===== config.mk =====
export PLATFORM = sky130hd
export DESIGN_NAME = alu
export DESIGN_NICKNAME = d
export VERILOG_FILES = /design/src/rtl/alu.sv
export SDC_FILE = /design/constraint.sdc
export NUM_CORES = 1
export LEC_CHECK = 0
export CORE_MARGIN = 1
export CORE_UTILIZATION = 55
export CTS_CLUSTER_SIZE = 8
export DETAILED_ROUTE_END_ITERATION = 7
export GPL_TIMING_DRIVEN = 0
export PLACE_DENSITY_LB_ADDON = 0.2
export SETUP_SLACK_MARGIN = 0.4
export SLEW_MARGIN = 25
export SYNTH_ARGS = -nofsm -noshare
export SYNTH_HDL_FRONTEND = slang
export SYNTH_SLANG_ARGS = --single-unit

===== constraint.sdc =====
create_clock -name clk -period 7.5 [get_ports clk]
set_input_delay 1.5 -clock clk [delete_from_list [all_inputs] [get_ports clk]]
set_output_delay 1.5 -clock clk [all_outputs]
set_load 0.01 [all_outputs]

===== src/rtl/alu.sv =====
// rtl/alu.sv - 32-bit integer ALU with registered result and optional status flags
//
// Purpose:
//   One operation per cycle selected by mode; operands sampled on the rising
//   edge of clk, result (and flags) registered with one cycle of latency.
//   Fully pipelined, no backpressure.
//
// Configuration macro:
//   ALU_FLAGS_EN - when defined, zero/negative/carry/overflow ports and their
//                  registers are present; when undefined they are omitted.
//
// Ports:
//   clk        in   1      clock, all state on rising edge
//   rst_n      in   1      synchronous active-low reset
//   in_valid   in   1      a/b/mode valid this cycle
//   a          in   WIDTH  operand A
//   b          in   WIDTH  operand B / shift amount (low $clog2(WIDTH) bits)
//   mode       in   3      000 ADD, 001 SUB, 010 AND, 011 OR, 100 XOR,
//                          101 SLL, 110 SRL, 111 SRA
//   q          out  WIDTH  registered result
//   out_valid  out  1      in_valid delayed one cycle
//   zero       out  1      q == 0            (ALU_FLAGS_EN)
//   negative   out  1      q[WIDTH-1]        (ALU_FLAGS_EN)
//   carry      out  1      ADD carry-out / SUB no-borrow (ALU_FLAGS_EN)
//   overflow   out  1      signed overflow for ADD/SUB   (ALU_FLAGS_EN)

module alu #(
    parameter int WIDTH = 32
) (
    input  logic             clk,
    input  logic             rst_n,
    input  logic             in_valid,
    input  logic [WIDTH-1:0] a,
    input  logic [WIDTH-1:0] b,
    input  logic [2:0]       mode,
    output logic [WIDTH-1:0] q,
    output logic             out_valid
`ifdef ALU_FLAGS_EN
    ,
    output logic             zero,
    output logic             negative,
    output logic             carry,
    output logic             overflow
`endif
);

    localparam int SHW = $clog2(WIDTH);

    localparam logic [2:0] OP_ADD = 3'b000;
    localparam logic [2:0] OP_SUB = 3'b001;
    localparam logic [2:0] OP_AND = 3'b010;
    localparam logic [2:0] OP_OR  = 3'b011;
    localparam logic [2:0] OP_XOR = 3'b100;
    localparam logic [2:0] OP_SLL = 3'b101;
    localparam logic [2:0] OP_SRL = 3'b110;
    localparam logic [2:0] OP_SRA = 3'b111;

    logic [WIDTH-1:0] q_q, q_d;
    logic             valid_q;
    logic [SHW-1:0]   shamt;

    // Upper bits of b are deliberately ignored for shifts.
    assign shamt = b[SHW-1:0];

    always_comb begin
        q_d = '0;
        case (mode)
            OP_ADD:  q_d = a + b;
            OP_SUB:  q_d = a - b;
            OP_AND:  q_d = a & b;
            OP_OR:   q_d = a | b;
            OP_XOR:  q_d = a ^ b;
            OP_SLL:  q_d = a << shamt;
            OP_SRL:  q_d = a >> shamt;
            OP_SRA:  q_d = $unsigned($signed(a) >>> shamt);
            default: q_d = '0;
        endcase
    end

    always_ff @(posedge clk) begin
        if (!rst_n) begin
            q_q     <= '0;
            valid_q <= 1'b0;
        end else begin
            valid_q <= in_valid;
            if (in_valid) begin
                q_q <= q_d;
            end
        end
    end

    assign q         = q_q;
    assign out_valid = valid_q;

`ifdef ALU_FLAGS_EN
    logic [WIDTH:0] sum_ext;
    logic [WIDTH:0] diff_ext;
    logic           carry_d;
    logic           ovf_d;
    logic           zero_q, neg_q, carry_q, ovf_q;

    // One extra bit captures the ADD carry-out; for SUB the extra bit is the
    // borrow, so carry is its inverse (1 when a >= b unsigned).
    assign sum_ext  = {1'b0, a} + {1'b0, b};
    assign diff_ext = {1'b0, a} - {1'b0, b};

    always_comb begin
        carry_d = 1'b0;
        ovf_d   = 1'b0;
        case (mode)
            OP_ADD: begin
                carry_d = sum_ext[WIDTH];
                ovf_d   = (a[WIDTH-1] == b[WIDTH-1]) &&
                          (sum_ext[WIDTH-1] != a[WIDTH-1]);
            end
            OP_SUB: begin
                carry_d = ~diff_ext[WIDTH];
                ovf_d   = (a[WIDTH-1] != b[WIDTH-1]) &&
                          (diff_ext[WIDTH-1] != a[WIDTH-1]);
            end
            default: begin
                carry_d = 1'b0;
                ovf_d   = 1'b0;
            end
        endcase
    end

    always_ff @(posedge clk) begin
        if (!rst_n) begin
            zero_q  <= 1'b1;
            neg_q   <= 1'b0;
            carry_q <= 1'b0;
            ovf_q   <= 1'b0;
        end else if (in_valid) begin
            zero_q  <= (q_d == '0);
            neg_q   <= q_d[WIDTH-1];
            carry_q <= carry_d;
            ovf_q   <= ovf_d;
        end
    end

    assign zero     = zero_q;
    assign negative = neg_q;
    assign carry    = carry_q;
    assign overflow = ovf_q;
`endif

endmodule


==> impl_metrics.csv <==
group,metric,value,unit
outcome,outcome,"finished, final reports clean",
synth,synth_edf_count,0,
cts,ctsHoldBuffers,0,
grt,grt_use_total,51.3,%
place,place_ws,561,ps
cts,worstSkewPairLatency,280,ps
grt,grt_first_pass_wirelength,61900,um
setup_path,path_delay_family,"simple AND/OR/NAND/NOR gates",
drt,drcViolationCount,0,
setup_path,r2r-end,"q[30]",
final_layout,nets,1444,
grt,grt.met1_usage,67.0,%
synth,avgSynthCellArea,7.44,sq um
synth,async_flop_share,0,%
setup_path,cp_common_cell,"nor2_1",
setup_path,path_buf_inv,2,
timing,hold_viol,0,
timing,clock_skew,0,ps
synth,ys_warn_count,0,
setup_path,crit_chain,"clkdlybuf4s50_1, nor2_1, and2_0, clkbuf_1, a21oi_1, xnor2_1, ha_1, a21o_1, a221oi_4, nand4_1, a211oi_2, nor4_1, or4_1, a31oi_1, nor2_1",
grt,first_global_vias,10005,
final_layout,final_layout_size_suffix_gt1_share,8.38,%
setup_path,max_stage_delay,920,ps
floorplan,die-area,16300,sq um
synth,synthAdderAreaFrac,14.2,%
pwr,p_leak,4.16,nW
synth,synth_ff_type,"dfxtp_1",
drt,post_drt_wl_per_cell,28.0,um
place,hpwl,33100,um
timing,slew_viol_final,0,
drt,wl,41700,um
pwr,power,1.26,mW
setup_path,critPathLaunch,"mode[1]",
synth,seq_area_frac_synth,7.61,%
floorplan,num_rows,45,
min_path,hold_path_depth,2,
synth,synth_area,8680,sq um
grt,antenna_found_initial,1,
cts,tritoncts,"built",
cts,clkTransAtPathRegs,50,ps
pwr,ir_drop,0.124,mV
floorplan,die-height,128,um
setup_path,crit_type,"primary input to flip-flop",
grt,grt_overflow,0,
setup_path,r2r-start,"q[30]",
synth,synth_mux_area_share,19.4,%
setup_path,cp-end-kind,"flip-flop",
cts,cts_buffer_depth,2,
setup_path,reg2reg_depth,5,
cts,cts_root_buf,"clkbuf_16",
setup_path,start_kind,"primary input",
grt,use_met3,22.5,%
final_layout,layout_common_cells,"nor2_1, a21oi_1, clkdlybuf4s50_1",
min_path,hold_path_class,"flip-flop to flip-flop",
timing,rsz0062_at_grt,"no",
synth,syn_nets,1336,
cts,htree_num_levels,2,
min_path,min_to,"q[19]",
final_layout,mostFrequentLayoutCell,"nor2_1",
final_layout,final_util,66.3,%
grt,grt_max_degree,12,
setup_path,critPathRequiredTime,7650,ps
floorplan,fp.coreArea,15300,sq um
timing,period_share,91.8,%
synth,ys_ff_latch,33,
drt,antenna_left,0,
final_layout,fill_cells,1376,
drt,avgViaCountPerCell,7.33,
synth,synth_top_family_by_area,"compound AO/OA/AOI/OAI gates",
drt,drtPass1Iterations,7,
synth,synth-xor-area-share,5.14,%
timing,finalCriticalPeriod,6880,ps
place,gp_congestion,1.19,
pwr,power.density,124,nW/um^2
grt,top_usage_layer,"met2",
drt,num_vias,10921,
floorplan,die_w,128,um
cts,post_cts_buffers,0,
drt,drtIter0Drc,2130,
setup_path,arrival,7040,ps
timing,setup_viol,0,
final_layout,area_delta_synth_final,16.9,%
min_path,hold_start,"q[19]",
setup_path,critPathMaxFanout,10,
synth,synth_compound_area_share,28.8,%
job,maxCapViolCount,0,
timing,fin_setup_tns,0,ps
cts,numCtsBuffers,5,
timing,maxSlewHeadroom,23.2,%
setup_path,critical-path-slowest-cell,"nor2_1",
place,io_buffers,101,
cts,cts_sinks,33,
grt,met2_usage,72.2,%
timing,worst_pin_slew,1150,ps
synth,postSynthCellCount,1168,
floorplan,start_util,56.7,%
setup_path,ff2ff_setup_slack,6140,ps
timing,setup_ws,616,ps
synth,synth_cell_type_count,72,
floorplan,ios,103,
timing,max_freq,145,MHz
synth,yosys.area_share.simple,17.1,%
==> synthesized netlist by cell type, drive strengths merged (6+ instances only) <==
cell	n	share of area, %
a21o	19	1.6
o21ai	90	5.2
mux2i	45	5.2
a21oi	107	6.2
or3	7	0.50
nand4	11	0.79
a211oi	21	1.9
o2111ai	6	0.61
ha	97	14
a31oi	14	1.0
o211ai	16	1.4
nor2	147	6.4
xor2	10	1.0
o31ai	7	0.61
mux2	8	1.0
nand2b	12	0.86
o21a	7	0.61
nand2	91	3.9
clkbuf	46	2.0
xnor2	41	4.1
a221oi	17	1.9
buf	33	2.0
o22ai	14	1.0
inv	84	3.6
dfxtp	33	7.6
mux4	51	13
nor3	19	1.1
o221a	8	1.0
and3	7	0.50
o221ai	8	0.81
nand3	13	0.75
==> cells by family (layout without fill, tap and decap cells) <==
kind of cell | count (synthesis) | count (layout)
simple gates | 336 | 336
xor+xnor | 51 | 51
fa+ha+maj | 98 | 98
other cells | 0 | 2
mux | 104 | 104
buf+inv | 164 | 273
compound gates | 382 | 382
flops | 33 | 33
==> repair_timing <==
action                                  4_1_cts  5_1_grt
gates resized for setup                       0        2
hold endpoints to repair                      0        0
endpoints found under the setup margin        0        2
==> power breakdown <==
part | total (mW) | internal (mW) | switching [mW]
clock | 0.242 | 0.166 | 0.0763
combinational | 0.817 | 0.303 | 0.514
sequential | 0.202 | 0.192 | 0.00957
==> worst max-delay path by stage <==
stage	endpoint	slack [ps]	cells after the start
after floorplan	q[29]	2150	21
after global placement	q[30]	530	17
after detailed placement	q[30]	560	18
after CTS	q[30]	840	18
after global routing	q[25]	510	20
final	q[20]	620	15
==> state kept, by name, indices dropped and copies added, names as in the netlist <==
register,flops
out_valid,1
q,32
==> worst reg2reg max path: cells and delay by family (launching register included) <==
| family | cells | cell delay [ps] |
|---|---|---|
| AOI/OAI and AO/OA | 3 | 320 |
| DFF | 1 | 330 |
| and+or+nand+nor | 2 | 640 |
==> per-layer routing <==
metal / up-vias / wire [um]
met2: 1102 / 16100
met5: - / 0
met4: 0 / 2860
met1: 5022 / 15300
li1: 4564 / -
met3: 233 / 7420
==> per-stage QoR <==
step	instances	hold WS [ps]	cell area, sq um
6_report	1490	476	10100
5_1_grt	1488	533	10100
4_1_cts	1488	476	10100
3_5_place_dp	1480	464	9960
3_3_place_gp	1480	463	9960
2_1_floorplan	1168	491	8680
==> layout make-up <==
type	instances	area, sq um	share of cell area (%)
multi-input cells	971	7370	72.6
clock buffers	7	143	1.41
repair buffers	101	1010	9.96
diodes	2	5.00	0.0493
inverters	85	319	3.14
well taps	211	264	2.60
flip-flops and latches	33	661	6.51
plain buffers	79	350	3.45
clock inverters	1	30.0	0.296
Power figures use the tool's default switching activity.
